==> config.mk <==
export PLATFORM = sky130hd
export DESIGN_NAME = block_state_store_flat
export DESIGN_NICKNAME = d
export VERILOG_FILES = /design/src/rtl/block_store_pkg.sv /design/src/rtl/block_state_store_if.sv /design/src/rtl/bit_popcount.sv /design/src/rtl/block_state_store.sv /design/src/flat_wrapper.sv
export SDC_FILE = /design/constraint.sdc
export NUM_CORES = 1
export LEC_CHECK = 0
export BUFFER_PORTS_ARGS = -buffer_cell sky130_fd_sc_hd__buf_2
export CAP_MARGIN = 0
export CELL_PAD_IN_SITES_DETAIL_PLACEMENT = 0
export CELL_PAD_IN_SITES_GLOBAL_PLACEMENT = 2
export CORE_MARGIN = 2
export CORE_UTILIZATION = 48
export DETAILED_ROUTE_END_ITERATION = 10
export GPL_TIMING_DRIVEN = 1
export MAX_ROUTING_LAYER = met4
export PLACE_DENSITY = 0.89
export SLEW_MARGIN = 10
export SYNTH_ARGS = -nofsm -noshare
export SYNTH_HDL_FRONTEND = slang
export SYNTH_HIERARCHICAL = 1
export SYNTH_SLANG_ARGS = --single-unit
==> constraint.sdc <==
create_clock -name clk -period 6.54 [get_ports clk]
set_clock_uncertainty 0.1 [all_clocks]
set_input_delay 0.981 -clock clk [delete_from_list [all_inputs] [get_ports clk]]
set_output_delay 0.981 -clock clk [all_outputs]
set_load 0.01 [all_outputs]
==> src/rtl/block_store_pkg.sv <==
// Shared constants, row type and reload FSM states for the block map.
// Used by block_state_store and blocks_painter.
package block_store_pkg;

    localparam int BLOCKS_PER_ROW = 13;
    localparam int NUM_ROWS       = 16;
    localparam int ROW_IDX_W      = 4;

    typedef logic [BLOCKS_PER_ROW-1:0] row_t;
    typedef logic [ROW_IDX_W-1:0]      row_idx_t;

    localparam row_t       FULL_ROW     = 13'h1FFF;
    localparam logic [7:0] TOTAL_BLOCKS = 8'd208;

    typedef enum logic [1:0] {
        IDLE,
        ARMED,
        FILL
    } fsm_t;

endpackage

==> src/rtl/block_state_store_if.sv <==
// Line-state link between blocks_painter (master) and the block
// store (slave): row read-out, row write-back, row advance.
interface block_state_store_if;
    import block_store_pkg::*;

    row_t block_line_state;
    logic go_next_line;
    logic write_block_line_state;
    row_t new_block_line_state;

    modport master (
        output go_next_line,
        output write_block_line_state,
        output new_block_line_state,
        input  block_line_state
    );

    modport slave (
        input  go_next_line,
        input  write_block_line_state,
        input  new_block_line_state,
        output block_line_state
    );

endinterface

==> src/rtl/bit_popcount.sv <==
// Combinational population count of one 13-bit block row.
module bit_popcount
    import block_store_pkg::*;
(
    input  row_t       bits,
    output logic [3:0] count
);

    always_comb begin
        count = 4'd0;
        for (int i = 0; i < BLOCKS_PER_ROW; i++)
            count = count + {3'd0, bits[i]};
    end

endmodule

==> src/rtl/block_state_store.sv <==
// Breakout block map, served row by row to the painter, with a
// frame-aligned level reload. BLOCK_STORE_COUNT_EN adds the counter.
module block_state_store
    import block_store_pkg::*;
(
    input  logic                      clk,
    input  logic                      rst,
    block_state_store_if.slave        line,
    input  logic                      level_reload,
    output logic                      reload_busy,
    output logic [7:0]                blocks_remaining,
    output logic                      all_cleared
);

    row_t     mem [NUM_ROWS];
    row_idx_t row_idx;
    row_idx_t row_next;
    row_idx_t fill_cnt;
    row_t     bls_q;
    fsm_t     state;
    logic     fill_start;
    logic     wr_ok;

    assign row_next   = row_idx + 4'd1;
    assign fill_start = (state == ARMED) && line.go_next_line &&
                        (row_idx == 4'd15);
    assign wr_ok      = line.write_block_line_state &&
                        (state != FILL);

    assign line.block_line_state = bls_q;

    always_ff @(posedge clk) begin
        if (rst) begin
            state       <= IDLE;
            fill_cnt    <= 4'd0;
            reload_busy <= 1'b0;
        end else begin
            unique case (state)
                IDLE: begin
                    if (level_reload) begin
                        state       <= ARMED;
                        reload_busy <= 1'b1;
                    end
                end
                ARMED: begin
                    if (fill_start) begin
                        state    <= FILL;
                        fill_cnt <= 4'd0;
                    end
                end
                FILL: begin
                    fill_cnt <= fill_cnt + 4'd1;
                    if (fill_cnt == 4'd15) begin
                        state       <= IDLE;
                        reload_busy <= 1'b0;
                    end
                end
                default: begin
                    state       <= IDLE;
                    reload_busy <= 1'b0;
                end
            endcase
        end
    end

    // Rows not yet refilled may still hold old data, so the output
    // is forced full from the reload edge until FILL finishes.
    always_ff @(posedge clk) begin
        if (rst) begin
            for (int i = 0; i < NUM_ROWS; i++)
                mem[i] <= FULL_ROW;
            row_idx <= 4'd0;
            bls_q   <= FULL_ROW;
        end else begin
            if (state == FILL)
                mem[fill_cnt] <= FULL_ROW;
            else if (wr_ok)
                mem[row_idx] <= line.new_block_line_state;
            if (line.go_next_line) begin
                row_idx <= row_next;
                if (fill_start || (state == FILL))
                    bls_q <= FULL_ROW;
                else
                    bls_q <= mem[row_next];
            end
        end
    end

`ifdef BLOCK_STORE_COUNT_EN
    row_t       cleared;
    logic [3:0] dec;
    logic [7:0] cnt_q;

    assign cleared = mem[row_idx] & ~line.new_block_line_state;

    bit_popcount u_popcount (
        .bits  (cleared),
        .count (dec)
    );

    always_ff @(posedge clk) begin
        if (rst)
            cnt_q <= TOTAL_BLOCKS;
        else if (fill_start)
            cnt_q <= TOTAL_BLOCKS;
        else if (wr_ok) begin
            if (cnt_q < {4'd0, dec})
                cnt_q <= 8'd0;
            else
                cnt_q <= cnt_q - {4'd0, dec};
        end
    end

    assign blocks_remaining = cnt_q;
    assign all_cleared      = (cnt_q == 8'd0) && (state == IDLE);
`else
    assign blocks_remaining = 8'd0;
    assign all_cleared      = 1'b0;
`endif

endmodule

==> src/flat_wrapper.sv <==
// flat-port wrapper written by rule: the top's interface ports become plain ports
module block_state_store_flat import block_store_pkg::*;
  (clk, rst, level_reload, reload_busy, blocks_remaining, all_cleared, line_go_next_line, line_write_block_line_state, line_new_block_line_state, line_block_line_state);
  block_state_store_if line_i ();
  input  logic clk;
  input  logic rst;
  input  logic level_reload;
  output logic reload_busy;
  output logic [7:0] blocks_remaining;
  output logic all_cleared;
  input wire logic [$bits(line_i.go_next_line)-1:0] line_go_next_line;
  input wire logic [$bits(line_i.write_block_line_state)-1:0] line_write_block_line_state;
  input wire logic [$bits(line_i.new_block_line_state)-1:0] line_new_block_line_state;
  output wire logic [$bits(line_i.block_line_state)-1:0] line_block_line_state;
  assign line_i.go_next_line = line_go_next_line;
  assign line_i.write_block_line_state = line_write_block_line_state;
  assign line_i.new_block_line_state = line_new_block_line_state;
  assign line_block_line_state = line_i.block_line_state;
  block_state_store u_core (.clk(clk), .rst(rst), .line(line_i), .level_reload(level_reload), .reload_busy(reload_busy), .blocks_remaining(blocks_remaining), .all_cleared(all_cleared));
endmodule
==> flow_summary.ini <==
[run_status]
status = finished clean

[clock_network]
clkTransAtPathRegs_ns = 0.05
clock_latency_ns = 0.52
cts_setup_buffers = 0
tritoncts = built
clock_path_buffers = 3
cts.htree.levels = 1
hold_buffers = 0
cts-resized-gates = 0
root_buffer = clkbuf_16
clock_sinks = 232
numCtsBuffers = 24

[grt]
grt_pass1_vias = 6599
antenna_found_initial = 0
grt_pass1_wl_um = 39700
grt_max_degree = 57
gr-usage-all-layers_pct = 22.64
grt-ovfl-total = 0

[floorplan]
die_x_um = 154.6
fp.dieH_um = 154.6
io_pins = 41
start_util_pct = 48.53
rows = 55
dieArea_sq_um = 23900
core_area_sq_um = 22430

[worst_setup_path]
startpoint = rst
r2r_setup_slack_ns = 3.02
timing.rr.start = u_core/state[0]
worst-setup-path-type = in2reg
worstPathArrival_ns = 3.94
cp_max_fo = 56
startpoint_type = input port
end_kind = register
required_ns = 6.58
r2r_end = u_core/mem[0][8]
r2r_cells = 4

[worst_hold_path]
worstHoldStart = u_core/reload_busy
holdPathEnd = u_core/reload_busy
hold_depth = 2
hold_class = reg2reg

[pwr]
pwr-share-clk_pct = 40.0
ir_drop_mv = 0.1526
p_sw_w = 0.0006898
swShare_pct = 22.55
p_comb_share_pct = 6.7
p_int_w = 0.002369
powerDensity_nw_per_um2 = 261.5
p_leak_nw = 3.092
power_w = 0.003058
p_seq_share_pct = 53.2

[placed_design]
gp_congestion = 0.9458
place.port_buffers = 31
hpwl_um = 16010
preCtsSetupSlack_ns = 2.145
dpl-instance-area_sq_um = 10990

[detailed_routing]
routed-via-count = 6821
drc = 0
wl_um = 26250
via_per_inst = 6.357
first_iter_violations = 1021
wire_per_inst_um = 24.47
antenna_left = 0
firstDrtPassIters = 5

[timing]
setup_viol = 0
worst_slack_ns = 2.641
min_period_ns = 3.899
max_freq_mhz = 256.5
hold_violations = 0
maxSlewViolCount = 0
relSlewSlack_pct = 27.78
setup-tns-final_ns = 0
tightest_slew_ns = 1.083
period_share_pct = 59.62
grt_setup_unrepaired = no

[logic_synthesis]
yosys.area.top_type_share_pct = 57.37
ys_warn_count = 6
synth_seq_area_share_pct = 61.78
avgSynthCellArea_sq_um = 13.70
synth.top_cells.by_area = edfxtp_1 57%, mux4_2 11%, nand3_1 9.7%, dfxtp_1 4.4%, buf_2 2.1%
netlist_instances = 795
ys_seq_elements = 232
yosysTopAreaCell = edfxtp_1
synth_area_sq_um = 10890
synth.distinct_cells = 42

[cells_and_area]
final_nets = 791
drive_gt1_share_pct = 18.53
syn_to_final_growth_pct = 7.400
stdcell_area_sq_um = 11690
num_antenna_cells = 0
fillers = 1857

[run]
cap_violations = 0
## worst max-delay path by stage
stage / slack [ns] / endpoint
floorplan: 3.63 / u_core/mem[12][0]
global placement: 2.31 / u_core/mem[5][8]
detailed placement: 2.15 / u_core/mem[5][2]
CTS: 2.68 / u_core/mem[5][2]
global route: 2.43 / u_core/mem[5][2]
finish: 2.64 / u_core/mem[0][8]
## cell type report
cell class / count / area [sq um] / area share [%]
tap: 285 / 356.6 / 3.049
clock buffer: 32 / 651.9 / 5.575
multi-input combinational: 450 / 3581 / 30.62
clock inverter: 11 / 42.54 / 0.3638
timing repair buffer: 46 / 267.8 / 2.290
sequential: 232 / 6730 / 57.55
inverter: 17 / 63.81 / 0.5457
## cells by family (layout without fill, tap and decap cells)
logic type / after synthesis / after routing / share of synthesized area (%)
compound gates: 77 / 77 / 5.953
flops: 232 / 232 / 61.78
simple gates: 300 / 300 / 13.96
mux: 54 / 54 / 10.99
other cells: 1 / 9 / 0.03444
fa+ha+maj: 2 / 2 / 0.2298
xor+xnor: 8 / 8 / 0.6436
buf+inv: 121 / 106 / 6.412
## sequential cells by signal, indices dropped and copies added (netlist names)
signal	cells
u_core/row_idx	4
u_core/state	2
u_core/fill_cnt	4
u_core/line.block_line_state	13
u_core/mem	208
u_core/reload_busy	1
## synth_stat cells, drive strengths merged
cell type and instances:
o32a 13, nor2b 3, nor2 26, nor3b 14, ha 2, dfxtp 24, nor4 2, clkbuf 19
and3b 1, xnor2 5, mux4 52, xor2 3, mux2i 1, and3 2, nor3 1, o31ai 16
a22oi 3, nand2 29, a31oi 2, a21oi 16, conb 1, a2111oi 3, nand2b 2, and4b 1
a221oi 2, nand3 211, nor4b 1, nand4 4, and4 3, mux2 1, buf 85, o21ai 2
edfxtp 208, inv 17, a211oi 3, a21o 16, o21a 1
## cells in the final DEF (no fill, tap or decap), types with 3 or more instances in the layout
cell type | Yosys | routed
nor2_1 | 26 | 19
conb_1 | 1 | 9
nand3_1 | 210 | 210
a21o_1 | 16 | 16
o32a_1 | 13 | 13
inv_1 | 17 | 17
mux4_2 | 52 | 52
nand4_1 | 4 | 4
nor2_2 | 0 | 7
clkbuf_16 | 0 | 25
xnor2_1 | 5 | 5
edfxtp_1 | 208 | 208
nor3b_1 | 14 | 14
a2111oi_4 | 3 | 3
clkbuf_1 | 19 | 7
buf_2 | 45 | 31
o31ai_1 | 16 | 16
buf_4 | 24 | 15
dfxtp_1 | 24 | 23
a21oi_1 | 16 | 16
clkinv_1 | 0 | 10
nor2b_1 | 3 | 3
nand2_1 | 29 | 29
## layer usage
metal	GRT usage [%]	share of wire [%]
met1	31.22	41
met2	34.10	46
met3	3.951	8.9
met4	8.466	3.8
met5	-	0
## power groups by stage
stage	sequential, W	clock [W]	combinational, W
after floorplan	0.00165	0	0.000162
after global placement	0.00166	0	0.000200
final	0.00163	0.00122	0.000206
after global routing	0.00163	0.00129	0.000220
after detailed placement	0.00166	0	0.000206
after CTS	0.00163	0.00124	0.000206
## critical path, stage by stage
cell and delay [ns]:
buf_2 0.65, inv_1 0.32, nand4_1 0.30, and4_2 1.01, a21o_1 0.62
## metrics by stage
stage / hold slack (ns) / cells / utilization [%]
floorplan: 0.4016 / 803 / -
global placement: 0.3652 / 1030 / 48.98
detailed placement: 0.3714 / 1030 / 48.98
CTS: 0.3852 / 1073 / 52.07
global route: 0.3941 / 1073 / 52.12
finish: 0.3884 / 1073 / 52.12
Power figures use the tool's default switching activity.
